## config.mk

```make
export PLATFORM = sky130hd
export DESIGN_NAME = alu_issue_ctrl
export DESIGN_NICKNAME = d
export VERILOG_FILES = /design/src/rtl/alu_issue_ctrl.sv
export SDC_FILE = /design/constraint.sdc
export NUM_CORES = 1
export LEC_CHECK = 0
export BUFFER_PORTS_ARGS = -buffer_cell sky130_fd_sc_hd__buf_4
export CORE_ASPECT_RATIO = 0.6
export CORE_UTILIZATION = 45
export CTS_CLUSTER_DIAMETER = 30
export DETAILED_ROUTE_END_ITERATION = 10
export MAX_ROUTING_LAYER = met4
export PLACE_DENSITY = 0.83
export SLEW_MARGIN = 0
export SYNTH_ARGS = -nofsm -noshare
export SYNTH_HDL_FRONTEND = slang
export SYNTH_SLANG_ARGS = --single-unit
```

## constraint.sdc

```tcl
create_clock -name clk -period 2.25 [get_ports clk]
set_input_delay 0.45 -clock clk [delete_from_list [all_inputs] [get_ports clk]]
set_output_delay 0.45 -clock clk [all_outputs]
set_load 0.1 [all_outputs]
```

## src/rtl/alu_issue_ctrl.sv

```systemverilog
// Valid/ready issue front-end for the 32-bit ripple-carry ALU: decodes R-type funct,
// launches operands, captures masked flags after SETTLE_CYCLES. Optional trap: ALU_ISSUE_TRAP_EN.
`timescale 1ns/1ps
module alu_issue_ctrl #(
   parameter int unsigned SETTLE_CYCLES = 1
) (
   input  logic        clk,
   input  logic        rst_n,
   input  logic        req_valid,
   output logic        req_ready,
   input  logic [5:0]  req_funct,
   input  logic [31:0] req_a,
   input  logic [31:0] req_b,
   output logic        resp_valid,
   input  logic        resp_ready,
   output logic [31:0] resp_result,
   output logic        resp_zero,
   output logic        resp_cout,
   output logic        resp_overflow,
   output logic        resp_trap,
   output logic        resp_illegal,
   output logic        ovf_sticky,
   input  logic        stat_clr,
   output logic        alu_rst_n,
   output logic [31:0] alu_src1,
   output logic [31:0] alu_src2,
   output logic [3:0]  alu_control,
   input  logic [31:0] alu_result,
   input  logic        alu_zero,
   input  logic        alu_cout,
   input  logic        alu_overflow
);

   generate
      if (SETTLE_CYCLES < 1 || SETTLE_CYCLES > 15) begin : g_bad_settle
         $error("alu_issue_ctrl: SETTLE_CYCLES must be in 1..15");
      end
   endgenerate

   typedef enum logic [1:0] {
      IDLE = 2'd0,
      WAIT = 2'd1,
      RESP = 2'd2
   } state_t;

   // Returns {legal, alu_control}.
   function automatic logic [4:0] decode_funct(input logic [5:0] f);
      logic [4:0] d;
      case (f)
         6'h24:         d = {1'b1, 4'b0000};
         6'h25:         d = {1'b1, 4'b0001};
         6'h20, 6'h21:  d = {1'b1, 4'b0010};
         6'h22, 6'h23:  d = {1'b1, 4'b0110};
         6'h2A:         d = {1'b1, 4'b0111};
         6'h27:         d = {1'b1, 4'b1100};
         6'h2E:         d = {1'b1, 4'b1101};
         default:       d = {1'b0, 4'b0000};
      endcase
      return d;
   endfunction

   state_t      state_q, state_d;
   logic [3:0]  cnt_q, cnt_d;
   logic [31:0] src1_q, src1_d;
   logic [31:0] src2_q, src2_d;
   logic [3:0]  ctrl_q, ctrl_d;
   logic        trap_op_q, trap_op_d;
   logic [31:0] result_q, result_d;
   logic        zero_q, zero_d;
   logic        cout_q, cout_d;
   logic        ovf_q, ovf_d;
   logic        trap_q, trap_d;
   logic        illegal_q, illegal_d;
   logic        sticky_q, sticky_d;
   logic        alu_rst_n_q;

   logic [4:0]  dec_s;
   logic        addsub_s;
   logic        ovf_m_s;
   logic        trap_s;
   logic        sticky_set_s;

   assign dec_s    = decode_funct(req_funct);
   assign addsub_s = (ctrl_q == 4'b0010) || (ctrl_q == 4'b0110);
   assign ovf_m_s  = addsub_s & alu_overflow;

   // Trap only for the signed add/sub functs that launched the current operation.
`ifdef ALU_ISSUE_TRAP_EN
   assign trap_s = trap_op_q & ovf_m_s;
`else
   assign trap_s = 1'b0;
`endif

   // Next-state and datapath register update for the issue FSM.
   always_comb begin
      state_d      = state_q;
      cnt_d        = cnt_q;
      src1_d       = src1_q;
      src2_d       = src2_q;
      ctrl_d       = ctrl_q;
      trap_op_d    = trap_op_q;
      result_d     = result_q;
      zero_d       = zero_q;
      cout_d       = cout_q;
      ovf_d        = ovf_q;
      trap_d       = trap_q;
      illegal_d    = illegal_q;
      sticky_set_s = 1'b0;
      case (state_q)
         IDLE: begin
            if (req_valid) begin
               if (dec_s[4]) begin
                  state_d   = WAIT;
                  cnt_d     = 4'(SETTLE_CYCLES);
                  src1_d    = req_a;
                  src2_d    = req_b;
                  ctrl_d    = dec_s[3:0];
                  trap_op_d = (req_funct == 6'h20) || (req_funct == 6'h22);
               end else begin
                  state_d   = RESP;
                  result_d  = 32'd0;
                  zero_d    = 1'b0;
                  cout_d    = 1'b0;
                  ovf_d     = 1'b0;
                  trap_d    = 1'b0;
                  illegal_d = 1'b1;
               end
            end else begin
               state_d = IDLE;
            end
         end
         WAIT: begin
            cnt_d = cnt_q - 4'd1;
            if (cnt_q == 4'd1) begin
               state_d      = RESP;
               result_d     = trap_s ? 32'd0 : alu_result;
               zero_d       = alu_zero;
               cout_d       = addsub_s & alu_cout;
               ovf_d        = ovf_m_s;
               trap_d       = trap_s;
               illegal_d    = 1'b0;
               sticky_set_s = ovf_m_s;
            end else begin
               state_d = WAIT;
            end
         end
         RESP: begin
            if (resp_ready) begin
               state_d = IDLE;
            end else begin
               state_d = RESP;
            end
         end
         default: begin
            state_d = IDLE;
         end
      endcase
      // Set has priority over a coincident clear.
      if (sticky_set_s) begin
         sticky_d = 1'b1;
      end else if (stat_clr) begin
         sticky_d = 1'b0;
      end else begin
         sticky_d = sticky_q;
      end
   end

   // State and datapath registers with synchronous active-low reset.
   always_ff @(posedge clk) begin
      if (!rst_n) begin
         state_q   <= IDLE;
         cnt_q     <= 4'd0;
         src1_q    <= 32'd0;
         src2_q    <= 32'd0;
         ctrl_q    <= 4'b0000;
         trap_op_q <= 1'b0;
         result_q  <= 32'd0;
         zero_q    <= 1'b0;
         cout_q    <= 1'b0;
         ovf_q     <= 1'b0;
         trap_q    <= 1'b0;
         illegal_q <= 1'b0;
         sticky_q  <= 1'b0;
      end else begin
         state_q   <= state_d;
         cnt_q     <= cnt_d;
         src1_q    <= src1_d;
         src2_q    <= src2_d;
         ctrl_q    <= ctrl_d;
         trap_op_q <= trap_op_d;
         result_q  <= result_d;
         zero_q    <= zero_d;
         cout_q    <= cout_d;
         ovf_q     <= ovf_d;
         trap_q    <= trap_d;
         illegal_q <= illegal_d;
         sticky_q  <= sticky_d;
      end
   end

   // Registered reset forwarded to the ALU.
   always_ff @(posedge clk) begin
      alu_rst_n_q <= rst_n;
   end

   assign req_ready     = (state_q == IDLE);
   assign resp_valid    = (state_q == RESP);
   assign resp_result   = result_q;
   assign resp_zero     = zero_q;
   assign resp_cout     = cout_q;
   assign resp_overflow = ovf_q;
   assign resp_trap     = trap_q;
   assign resp_illegal  = illegal_q;
   assign ovf_sticky    = sticky_q;
   assign alu_rst_n     = alu_rst_n_q;
   assign alu_src1      = src1_q;
   assign alu_src2      = src2_q;
   assign alu_control   = ctrl_q;

endmodule

```

==> results.toml <==
[detailed_routing]
drt-initial-drc-count = 213
viasPerCell = 4.92
wl_per_cell_microns = 14.7
drc_errors = 0
num_vias = 3856
drtAntennaViolNets = 0
first_pass_iters = 4
wirelength_microns = 11500

[critical_path]
path_max_fanout = 34
criticalPathCategory = "reg -> reg"
critPathLaunchType = "flop"
reg2reg_slack_ns = 0.42
cp.arrival_ns = 2.11
end_kind = "flop"
r2r_start = "cnt_q[0]"
critPathLaunch = "cnt_q[0]"
worstReg2RegEnd = "resp_result[17]"
worstPathRequired_ns = 2.53
ff2ff_path_depth = 5

[cts]
clk_pin_slew_worst_paths_ns = 0.07
cts_buffers = 9
post-cts-setup-buffers = 0
root_buffer = "clkbuf_16"
clock_path_buffers = 2
clock_latency_ns = 0.34
cts_tree = "built"
cts_sinks = 112
htree_num_levels = 3

[place]
port_buffers = 217
hpwl_microns = 8490
place_area_sq_um = 6100
dp_cells = 769
globalplace.congestion = 0.796

[final_layout]
layout.cells.non_filler = 784
n_antenna_cell = 0
nNetsFinal = 762
area_growth_pct = 47.7
final_area_sq_um = 6400
nFillCells = 747
drive_gt1_frac = 0.387

[synth]
ys_ff_latch = 112
yosysMostFrequentCell = "nand2_1"
syn_area_sq_um = 4330
postSynth.asyncResetShare = 0
synth_cells = 445
yosys.area.top_type = "dfxtp_1"
ys_warn_count = 0
synth_common_cells = "135 x nand2_1, 112 x dfxtp_1, 69 x mux2i_1"
syn_avg_cell_area_sq_um = 9.74
yosys-top-cells-area = "dfxtp_1 52%, mux2i_1 16%, nand2_1 12%"
yosysSeqAreaShare = 0.517
synth_cell_types = 40
synth_top_area_frac = 0.517
synth_edf_count = 0
synth_fp_nets = 557
synthFlopType = "dfxtp_1"

[pwr]
finalPower_mw = 4.36
power.density_nw_per_um2 = 681
peakVddDrop_v = 0.000463
p_leak_nw = 2.87

[die]
start_util = 0.468
fp.dieH_microns = 78.0
num_rows = 27
die_w_microns = 129
die-area_sq_um = 10000
ios = 219
coreArea_sq_um = 9260

[sta]
fin_tns_setup_ns = 0
period_share = 0.812
worst_pin_slew_ns = 0.662
max_clock_freq_ghz = 0.547
relSlewSlack = 0.558
hold_viol_final = 0
setup_viol = 0
fin_worst_skew_ns = 0.00965
finalMaxSlewViolations = 0
fin_hold_ws_ns = 0.319
period_minus_slack_ns = 1.83
rsz0062_at_grt = "no"

[global_route]
grt_pass1_wl_microns = 18000
antenna_found_initial = 0
grt_util_all_layers = 0.235
grt_max_degree = 122
grt_pass1_vias = 3710
grt_overflow_total = 0

[status]
status = "complete, no violations"

[worst_hold_path]
min-delay-start = "alu_result[24]"
hold_class = "in -> reg"
min_to = "resp_result[24]"
hold_path_depth = 2

[job]
maxCapViolCount = 0
[routing by layer]
layer  wire length [microns]  track usage  up-vias
met5                       0            -        -
met1                    5140        0.288     1798
met3                     663       0.0566       14
li1                        -            -     1914
met2                    5560        0.385      130
met4                     153       0.0682        0
[registers in the layout (all words and copies together) (netlist names)]
| name | flops |
|---|---|
| resp_cout | 1 |
| alu_src1 | 32 |
| resp_overflow | 1 |
| resp_result | 32 |
| resp_zero | 1 |
| alu_control | 4 |
| cnt_q | 4 |
| alu_src2 | 32 |
| state_q | 2 |
| resp_illegal | 1 |
| alu_rst_n | 1 |
| ovf_sticky | 1 |
[cell type report]
| type | instances | area [sq um] | area share |
|---|---|---|---|
| sequential | 112 | 2240 | 0.350 |
| inverter | 6 | 22.5 | 0.00352 |
| clock buffer | 10 | 239 | 0.0373 |
| multi-input combinational | 292 | 1880 | 0.293 |
| tap | 130 | 163 | 0.0254 |
| clock inverter | 5 | 63.8 | 0.00997 |
| timing repair buffer | 229 | 1790 | 0.280 |
[cell families (layout without fill, tap and decap cells)]
group | count (synthesis) | count (layout) | synth area share
compound gates | 53 | 53 | 0.103
xor+xnor | 1 | 1 | 0.00202
fa+ha+maj | 2 | 2 | 0.00577
buf+inv | 41 | 250 | 0.0514
flops | 112 | 112 | 0.517
mux | 69 | 69 | 0.159
other cells | 1 | 1 | 0.000865
simple gates | 166 | 166 | 0.161
[repair_timing]
action / in CTS / in global routing
setup endpoints to repair: 0 / 34
resized for setup: 0 / 1
hold buffers: 0 / 0
[critical path, stage by stage, from the launching register on]
cell	delay (ns)
dfxtp_1	0.41
ha_1	0.17
nand4bb_1	0.14
nor2_1	0.18
and2_2	0.61
a22o_1	0.25
[through the flow]
step | utilization | setup WS, ns
after floorplan | - | 0.0934
after global placement | 0.659 | 0.166
after detailed placement | 0.659 | 0.0597
after CTS | 0.691 | 0.0316
after global routing | 0.692 | 0.261
final | 0.692 | 0.422
[report_power, final]
group          internal, mW  total [mW]  leakage, nW  switching (mW)
logic                 0.252       0.700         1.82           0.449
clock network         0.900        1.62        0.146           0.720
registers              2.02        2.04        0.905          0.0226
total                  3.17        4.36         2.87            1.19
[how the worst max path moves through the flow]
stage,endpoint,slack (ns),depth (start not counted)
2_1_floorplan,alu_control[0],0.09,7
3_3_place_gp,resp_cout,0.17,5
3_5_place_dp,resp_result[16],0.06,5
4_1_cts,resp_result[16],0.03,5
5_1_grt,resp_result[17],0.26,5
6_report,resp_result[17],0.42,5
[placed cells by master (no fill, tap or decap), types with 4 or more instances in the layout]
cell       count
nand3_1        4
a22o_1        34
a21oi_1        4
nand2_1      135
clkbuf_16      9
inv_1          5
buf_12         6
buf_4        223
mux2i_1       69
nor2_1         6
dfxtp_1      112
No activity file was read; power rests on OpenSTA's default activity.
